### config.mk
export PLATFORM = sky130hd
export DESIGN_NAME = vga_grid_renderer
export DESIGN_NICKNAME = d
export VERILOG_FILES = /design/src/rtl/vga_grid_renderer.sv
export SDC_FILE = /design/constraint.sdc
export NUM_CORES = 2
export LEC_CHECK = 0
export ABC_AREA = 1
export CORE_MARGIN = 2
export CORE_UTILIZATION = 50
export CTS_BUF_LIST = sky130_fd_sc_hd__clkbuf_4
export CTS_CLUSTER_SIZE = 10
export DETAILED_ROUTE_END_ITERATION = 10
export PLACE_DENSITY_LB_ADDON = 0.2
export SLEW_MARGIN = 30
export SYNTH_ARGS = -nofsm -noshare
export SYNTH_HDL_FRONTEND = slang
export SYNTH_SLANG_ARGS = --single-unit
export TNS_END_PERCENT = 30
### constraint.sdc
create_clock -name iVGA_CLK -period 12.15 [get_ports iVGA_CLK]
set_clock_uncertainty 0.2 [all_clocks]
set_input_delay 1.215 -clock iVGA_CLK [delete_from_list [all_inputs] [get_ports iVGA_CLK]]
set_output_delay 1.215 -clock iVGA_CLK [all_outputs]
set_load 0.02 [all_outputs]
### src/rtl/vga_grid_renderer.sv
// 640x480@60 playfield renderer: ROWS x COLS cell codes -> fixed 8-colour palette, white border, per-frame snapshot.
// Optional macro GRID_LINES_EN draws 404040 lines on the first pixel row/column of every cell.
module vga_grid_renderer #(
    parameter int COLS      = 10,
    parameter int ROWS      = 20,
    parameter int CODE_W    = 3,
    parameter int CELL_PX   = 20,
    parameter int X0        = 220,
    parameter int Y0        = 40,
    parameter int BORDER_PX = 2
) (
    input  logic                        iVGA_CLK,
    input  logic                        iRST_n,
    input  logic [COLS*ROWS*CODE_W-1:0] grid_data,
    output logic                        oBLANK_n,
    output logic                        oHS,
    output logic                        oVS,
    output logic [7:0]                  r_data,
    output logic [7:0]                  g_data,
    output logic [7:0]                  b_data,
    output logic                        oFrameStart
);

    localparam int FRAME_W = COLS * ROWS * CODE_W;
    localparam int FIDX_W  = (FRAME_W > 1) ? $clog2(FRAME_W) : 1;
    localparam int GX_HI   = X0 + COLS * CELL_PX;
    localparam int GY_HI   = Y0 + ROWS * CELL_PX;
    localparam int BX_LO   = X0 - BORDER_PX;
    localparam int BX_HI   = GX_HI + BORDER_PX;
    localparam int BY_LO   = Y0 - BORDER_PX;
    localparam int BY_HI   = GY_HI + BORDER_PX;

    localparam logic [9:0] H_LAST   = 10'd799;
    localparam logic [9:0] V_LAST   = 10'd524;
    localparam logic [9:0] H_VIS    = 10'd640;
    localparam logic [9:0] V_VIS    = 10'd480;
    localparam logic [9:0] HS_BEG   = 10'd656;
    localparam logic [9:0] HS_END   = 10'd751;
    localparam logic [9:0] VS_BEG   = 10'd490;
    localparam logic [9:0] VS_END   = 10'd491;
    localparam logic [9:0] X0_V     = 10'(X0);
    localparam logic [9:0] Y0_V     = 10'(Y0);
    localparam logic [9:0] SUB_LAST = 10'(CELL_PX - 1);

    function automatic logic [23:0] palette(input logic [2:0] idx);
        case (idx)
            3'd0:    palette = 24'h000000;
            3'd1:    palette = 24'h00FFFF;
            3'd2:    palette = 24'hFFFF00;
            3'd3:    palette = 24'hFF00FF;
            3'd4:    palette = 24'h00FF00;
            3'd5:    palette = 24'hFF0000;
            3'd6:    palette = 24'h0000FF;
            default: palette = 24'hFF8000;
        endcase
    endfunction

    // S0: raster counters plus running cell counters (no dividers)
    logic [9:0]         hc_q, hc_d, vc_q, vc_d;
    logic [9:0]         col_idx_q, col_idx_d, col_sub_q, col_sub_d;
    logic [9:0]         row_idx_q, row_idx_d, row_sub_q, row_sub_d;
    logic [FRAME_W-1:0] frame_q;
    logic               frame_start_q;
    logic               snap;

    always_comb begin
        hc_d = hc_q + 10'd1;
        vc_d = vc_q;
        if (hc_q == H_LAST) begin
            hc_d = '0;
            vc_d = (vc_q == V_LAST) ? '0 : vc_q + 10'd1;
        end

        col_idx_d = col_idx_q;
        col_sub_d = col_sub_q;
        if (hc_d == X0_V) begin
            col_idx_d = '0;
            col_sub_d = '0;
        end else if (col_sub_q == SUB_LAST) begin
            col_sub_d = '0;
            col_idx_d = col_idx_q + 10'd1;
        end else begin
            col_sub_d = col_sub_q + 10'd1;
        end

        row_idx_d = row_idx_q;
        row_sub_d = row_sub_q;
        if (hc_q == H_LAST) begin
            if (vc_d == Y0_V) begin
                row_idx_d = '0;
                row_sub_d = '0;
            end else if (row_sub_q == SUB_LAST) begin
                row_sub_d = '0;
                row_idx_d = row_idx_q + 10'd1;
            end else begin
                row_sub_d = row_sub_q + 10'd1;
            end
        end
    end

    assign snap = (hc_q == 10'd0) && (vc_q == V_VIS);

    always_ff @(posedge iVGA_CLK or negedge iRST_n) begin
        if (!iRST_n) begin
            hc_q          <= '0;
            vc_q          <= '0;
            col_idx_q     <= '0;
            col_sub_q     <= '0;
            row_idx_q     <= '0;
            row_sub_q     <= '0;
            frame_q       <= '0;
            frame_start_q <= 1'b0;
        end else begin
            hc_q          <= hc_d;
            vc_q          <= vc_d;
            col_idx_q     <= col_idx_d;
            col_sub_q     <= col_sub_d;
            row_idx_q     <= row_idx_d;
            row_sub_q     <= row_sub_d;
            frame_start_q <= snap;
            if (snap) frame_q <= grid_data;
        end
    end

    // S1: region flags, sync decode, cell code fetch from the snapshot
    int                hc_int, vc_int, cell_idx;
    logic              vis_s0, hs_s0, vs_s0, grid_s0, border_s0;
    logic [FIDX_W-1:0] bit_base;
    logic [CODE_W-1:0] code_raw;
    logic [7:0]        code_ext;
    logic [2:0]        code_s0;

    always_comb begin
        hc_int    = {22'd0, hc_q};
        vc_int    = {22'd0, vc_q};
        vis_s0    = (hc_q < H_VIS) && (vc_q < V_VIS);
        hs_s0     = !((hc_q >= HS_BEG) && (hc_q <= HS_END));
        vs_s0     = !((vc_q >= VS_BEG) && (vc_q <= VS_END));
        grid_s0   = (hc_int >= X0) && (hc_int < GX_HI) && (vc_int >= Y0) && (vc_int < GY_HI);
        border_s0 = !grid_s0 && (hc_int >= BX_LO) && (hc_int < BX_HI) &&
                    (vc_int >= BY_LO) && (vc_int < BY_HI);
        cell_idx  = {22'd0, row_idx_q} * COLS + {22'd0, col_idx_q};
        bit_base  = FIDX_W'(cell_idx * CODE_W);
        code_raw  = '0;
        if (grid_s0) code_raw = frame_q[bit_base +: CODE_W];
        code_ext  = '0;
        code_ext[CODE_W-1:0] = code_raw;
        code_s0   = code_ext[2:0];
    end

    logic       vis_q, hs1_q, vs1_q, grid_q, border_q;
    logic [2:0] code_q;
`ifdef GRID_LINES_EN
    logic       line_q;
`endif

    always_ff @(posedge iVGA_CLK or negedge iRST_n) begin
        if (!iRST_n) begin
            vis_q    <= 1'b0;
            hs1_q    <= 1'b1;
            vs1_q    <= 1'b1;
            grid_q   <= 1'b0;
            border_q <= 1'b0;
            code_q   <= '0;
`ifdef GRID_LINES_EN
            line_q   <= 1'b0;
`endif
        end else begin
            vis_q    <= vis_s0;
            hs1_q    <= hs_s0;
            vs1_q    <= vs_s0;
            grid_q   <= grid_s0;
            border_q <= border_s0;
            code_q   <= code_s0;
`ifdef GRID_LINES_EN
            line_q   <= (col_sub_q == 10'd0) || (row_sub_q == 10'd0);
`endif
        end
    end

    // S2: colour priority blank > border > grid > background
    logic [23:0] rgb_d, rgb_q;
    logic        blank_n_q, hs2_q, vs2_q;

    always_comb begin
        if (!vis_q)        rgb_d = 24'h000000;
        else if (border_q) rgb_d = 24'hFFFFFF;
        else if (grid_q) begin
`ifdef GRID_LINES_EN
            rgb_d = line_q ? 24'h404040 : palette(code_q);
`else
            rgb_d = palette(code_q);
`endif
        end
        else               rgb_d = 24'h202020;
    end

    always_ff @(posedge iVGA_CLK or negedge iRST_n) begin
        if (!iRST_n) begin
            rgb_q     <= '0;
            blank_n_q <= 1'b0;
            hs2_q     <= 1'b1;
            vs2_q     <= 1'b1;
        end else begin
            rgb_q     <= rgb_d;
            blank_n_q <= vis_q;
            hs2_q     <= hs1_q;
            vs2_q     <= vs1_q;
        end
    end

    assign oBLANK_n    = blank_n_q;
    assign oHS         = hs2_q;
    assign oVS         = vs2_q;
    assign r_data      = rgb_q[23:16];
    assign g_data      = rgb_q[15:8];
    assign b_data      = rgb_q[7:0];
    assign oFrameStart = frame_start_q;

endmodule

# Word-level counts from Yosys, hierarchy flattened

Cells that the tools add are included.
Widths: inputs -> output; s select.

Flip-flop bits (word level): 696
Output and inout bits: 28
Word-level logic and storage cells: 90

$add $sub $neg: 7
Multipliers: 2
Reduce and logical (&&, ||, !) cells: 19
Muxes and demuxes: 16
Shift operators: 1
Eq/ne operators: 13
$lt $le $gt $ge: 14

Operators by type and width:

| kind                  | number |
|---|---|
| $shiftx 600x11->3     | 1 |
| $pmux 24 s7           | 1 |
| $mux 10               | 11 |
| $mux 24               | 3 |
| $add 10x1->10 const B | 6 |
| $lt 10x9->1 const B   | 5 |
| $eq 10x10->1 const B  | 2 |
| $eq 10x5->1 const B   | 2 |
| $ge 10x6->1 const B   | 2 |
| $ge 10x8->1 const B   | 2 |
| $add 14x10->15        | 1 |
| $mul 15x2->10 const B | 1 |
| $mul 10x3->13 const B | 1 |
| $logic_and 1x1->1     | 11 |
| $eq 10x6->1 const B   | 1 |
| $eq 10x8->1 const B   | 1 |
| $eq 10x9->1 const B   | 1 |
| $ge 10x10->1 const B  | 1 |
| $ge 10x9->1 const B   | 1 |
| $le 10x10->1 const B  | 1 |
| $le 10x9->1 const B   | 1 |
| $logic_not 10->1      | 1 |
| $lt 10x10->1 const B  | 1 |
| $eq 3x3->1 const B    | 3 |
| other kinds (7)       | 11 |

# Logic depth before layout (Yosys ltp)

Word-level depth: 9
Gate-level depth with buffers: 24
Mapped depth without buffers: 24

# Worst setup path after synthesis

OpenSTA, ideal clock, no wires.

Path type: register to register
Start: register row_idx_q[1]
End: register code_q[0]
Path slack: 8.243 ns
Arrival time: 3.635 ns
Clock period less this slack: 3.907 ns
Cell stages (with the launch flop): 23
Required time: 11.878 ns
Path through: dfrtp_1 -> ha_1 -> ha_1 -> inv_1 -> fa_1 -> inv_1 -> ha_1 -> a21oi_1 -> nand3_1 -> nand2_1 -> nand2_1 -> ha_1 -> inv_1 -> xor2_2 -> inv_2 -> buf_2 -> nand3_1 -> nand3_1 -> nand3_1 -> nand2_1 -> nand2_1 -> nand2_1 -> nor2_1

Longest elaborated chain between the ends: 5

Ends and longest elaborated chain:

| element                | line | source |
|---|---|---|
| from (decl)            | 61   | `logic [9:0] row_idx_q, row_idx_d, row_sub_q, row_sub_d;` |
| from (signal assigned) | 118  | `row_idx_q <= row_idx_d;` |
| $mul 10x3->13          | 142  | `cell_idx = {22'd0, row_idx_q} * COLS + {22'd0, col_idx_q};` |
| $add 14x10->15         | 142  |  |
| $mul 15x2->10          | 143  | `bit_base = FIDX_W'(cell_idx * CODE_W);` |
| $shiftx 600x11->3      | 145  | `if (grid_s0) code_raw = frame_q[bit_base +: CODE_W];` |
| $mux 3                 | 145  |  |
| named net code_raw[0]  | 129  | `logic [CODE_W-1:0] code_raw;` |
| to (signal assigned)   | 174  | `code_q <= code_s0;` |
| to (decl)              | 152  | `logic [2:0] code_q;` |

The timed path passes the listed nets, and every way through them passes these cells.
A chain may end at the register's enable or synchronous reset.

# Worst setup path in the final report

Start: register col_idx_q[0]
End: register code_q[1]

Longest elaborated chain between the ends: 4

Ends and longest elaborated chain:

| element                | line | source |
|---|---|---|
| from (decl)            | 60   | `logic [9:0] col_idx_q, col_idx_d, col_sub_q, col_sub_d;` |
| from (signal assigned) | 116  | `col_idx_q <= col_idx_d;` |
| $add 14x10->15         | 142  |  |
| $mul 15x2->10          | 143  |  |
| $shiftx 600x11->3      | 145  |  |
| $mux 3                 | 145  |  |
| named net code_raw[1]  | 129  |  |

The timed path passes the listed nets, and every way through them passes these cells.

==> run summary <==
status: finished clean
pin count of the biggest net entering global routing: 287
worst-path fanout max: 113
vias per cell: 5.47
async set-reset flop share out of synthesis: 100%
CP arrival: 6.47 ns
relative slew slack: 31.8%
RSZ-0062 raised after global routing: false
EDFF count, synth: 0
post-synthesis mux area share: 0.0232%
Power Density: 89.4 mW/mm²
Yosys warning total: 0
Hold Vio Cnt, Final: 0
Die Y: 298 µm
number of antenna violations at the first check in global routing: 4
clock buffer depth: 3
Setup crit end kind: flip-flop
fin crit period: 5.74 ns
gr usage total: 31.7%
Syn Std Cell Area: 0.0432 mm²
setup bufs post-CTS: 0
hold path start: vs1_q$_DFF_PN1_
main combinational cell family by area after synthesis: simple AND/OR/NAND/NOR gates
worst setup margin: 6.41 ns
combinational share of power: 5.5%
worst skew pair latency: 1.06 ns
Leak: 23.9 nW
Final ANT Viol Nets: 0
Syn Nets: 7141
top_reg_cell synth: dfrtp_1
distinct cell type count after synthesis: 58
GPL Wtd Cong: 0.918
clk root buf: clkbuf_4
first-pass GRT wire length: 226000 µm
Starting Density: 50.6%
area fraction in compound gates after synthesis: 12.0%
Worst-path clk slew: 0.07 ns
Synth Area in Adders: 1.15%
Worst Hold End: oVS$_DFF_PN1_
crit share post-route: 47.3%
number of max-cap violations: 0
GRT overflow: 0
die area: 0.0888 mm²
Reg2Reg Setup Slack: 6.41 ns
Peak VDD IR: 0.0687 mV
commonest non-fill, non-tap cells in the layout: nand2_1 (2664), nand3_1 (960), o21ai_0 (705), dfrtp_1 (673), clkdlybuf4s50_1 (628)
Core ar.: 0.0854 mm²
HP Class: flip-flop to flip-flop
Psw: 0.00111 W
vias in the first global route: 41371
PortBufs: 629
final setup TNS: 0 ns
Worst Tran Pin Value: 1.02 ns
Clk network pwr share: 45.4%
CP required: 12.88 ns
# DRC: 0
DIE WIDTH: 298 µm
Max Slew Vio Count: 0
1st-iter DRT viols: 4898
fill cell count: 8157
TritonCTS clock tree: built
post-DP HPWL: 97400 µm
Setup CP Type: flip-flop to flip-flop
nets: 7523
Core Util, Final: 60.2%
Reg-to-Reg End: code_q[1]$_DFF_PN0_
worst slack, placed: 6.51 ns
Synth Area in XOR/XNOR: 0.846%
sequential cell fraction of total power: 49.1%
Seq/Total Area, Yosys: 39.3%
clock sink total: 678
routed vias: 44684
P_int: 0.00349 W
Highest Clock Rate: 0.174 GHz
cell area after layout: 0.0514 mm²
Reg-to-Reg Start: col_idx_q[0]$_DFFE_PN0P_
first drt pass iteration count: 7
worst r2r path cells: 16
Num CTS Buffers: 185
routed wire length: 144000 µm
Hold Crit Depth: 0
synthesized area per cell: 6.64 µm²
Yosys reg bits: 678
Synth Area in Simple Gates: 36.9%
Area Overhead vs Synth: 19.1%
row cnt: 107
CP Launch Type: flip-flop
Mapped Cells: 6501
H-tree lvl count: 4
DP Area: 0.0490 mm²
io pins: 630
drt wl/cell: 17.6 µm
final setup fails: 0
layout cells sized above 1: 5.94%
commonest non-fill, non-tap cell in the layout: nand2_1
Sw Ratio: 24.1%
## synth_stat cells (all sizes together), types with 2 or more instances
cell type	count	area share, %
a21o	3	0.052
a21oi	116	1.3
a31oi	2	0.029
buf	296	4.2
clkbuf	182	1.6
dfrtp	674	39
dfstp	4	0.24
fa	3	0.14
ha	35	1.0
inv	468	4.1
nand2	2671	23
nand3	963	11
nand3b	3	0.052
nand4	28	0.41
nor2	81	0.80
nor3	25	0.32
nor3b	5	0.098
nor4	8	0.17
o211ai	92	1.6
o21a	2	0.035
o21ai	743	8.6
o21bai	4	0.070
o22ai	3	0.043
o41ai	2	0.041
or2	38	0.55
xnor2	11	0.22
xor2	29	0.62
## worst max-delay path by stage
stage	start	endpoint	slack, ns	cells past startpoint
detailed placement	col_idx_q[0]$_DFFE_PN0P_	code_q[1]$_DFF_PN0_	6.51	16
global route	col_idx_q[0]$_DFFE_PN0P_	code_q[1]$_DFF_PN0_	6.07	16
finish	col_idx_q[0]$_DFFE_PN0P_	code_q[1]$_DFF_PN0_	6.41	16
CTS	col_idx_q[0]$_DFFE_PN0P_	code_q[1]$_DFF_PN0_	6.52	16
global placement	col_idx_q[0]$_DFFE_PN0P_	code_q[1]$_DFF_PN0_	6.52	16
floorplan	row_idx_q[1]$_DFFE_PN0P_	code_q[0]$_DFF_PN0_	8.24	22
## state kept, by name (all words and copies together), names as in the netlist, 3 cells and up
signal and flops:
vc_q 10, row_sub_q 10, col_idx_q 10, hc_q 10, frame_q 600, row_idx_q 9, rgb_q 7, col_sub_q 10
code_q 3
## cells by family (layout without fill, tap and decap cells)
logic type / count (synthesis) / count (layout)
buffers and inverters: 947 / 1465
adder cells (fa/ha/maj): 38 / 38
other: 0 / 6
AND/OR/NAND/NOR: 3824 / 3824
multiplexers: 1 / 1
XOR/XNOR: 40 / 40
flip-flops: 678 / 678
AO/OA/AOI/OAI: 973 / 973
## through the flow
| step | total power, W | hold slack, ns | std cells |
|---|---|---|---|
| 6_report | 0.00460 | 0.154 | 8169 |
| 5_1_grt | 0.00477 | 0.156 | 8169 |
| 4_1_cts | 0.00464 | 0.0343 | 8158 |
| 3_5_place_dp | 0.00255 | 0.151 | 7835 |
| 3_3_place_gp | 0.00255 | 0.149 | 7834 |
| 2_1_floorplan | 0.00230 | 0.145 | 6501 |
## worst max-delay path, stage by stage, from the launching register on
cell,delay (ns)
dfrtp_4,0.98
ha_4,0.47
inv_8,0.52
buf_4,0.86
buf_4,0.87
nand3_1,0.15
nand2_1,0.10
nand2_1,0.05
nand3_1,0.11
nand3_1,0.12
nand3_1,0.20
nand3_1,0.13
nand3_1,0.11
nand3_1,0.21
nand3_1,0.22
nand2_1,0.08
nor2_1,0.10
## power groups by stage
stage	clock network (W)	logic [W]	registers [W]
floorplan	0	0.0000000134	0.00230
global placement	0	0.000252	0.00230
detailed placement	0	0.000253	0.00230
CTS	0.00213	0.000254	0.00226
global route	0.00224	0.000272	0.00226
finish	0.00209	0.000253	0.00226
## repair_timing
action	4_1_cts	5_1_grt
gates resized for setup	0	0
endpoints found under the hold margin	0	47
hold buffers	0	1
## routing by layer
layer	vias up	share of wire, %	GRT usage [%]
met5	-	0.0070	0
met4	2	3.3	11.6
met3	283	7.6	5.35
met2	1859	46	50.3
met1	20769	43	43.7
li1	21771	-	-
## final cells by class
| class | count | area, µm² | area share [%] |
|---|---|---|---|
| clock inverter | 60 | 358 | 0.696 |
| antenna | 6 | 15.0 | 0.0292 |
| sequential | 678 | 17000 | 33.0 |
| clock buffer | 263 | 1970 | 3.84 |
| tap | 1144 | 1430 | 2.78 |
| timing repair buffer | 673 | 6820 | 13.3 |
| multi-input combinational | 4876 | 22100 | 42.9 |
| inverter | 469 | 1800 | 3.50 |
Note: power is estimated with default switching activity, not from simulation.
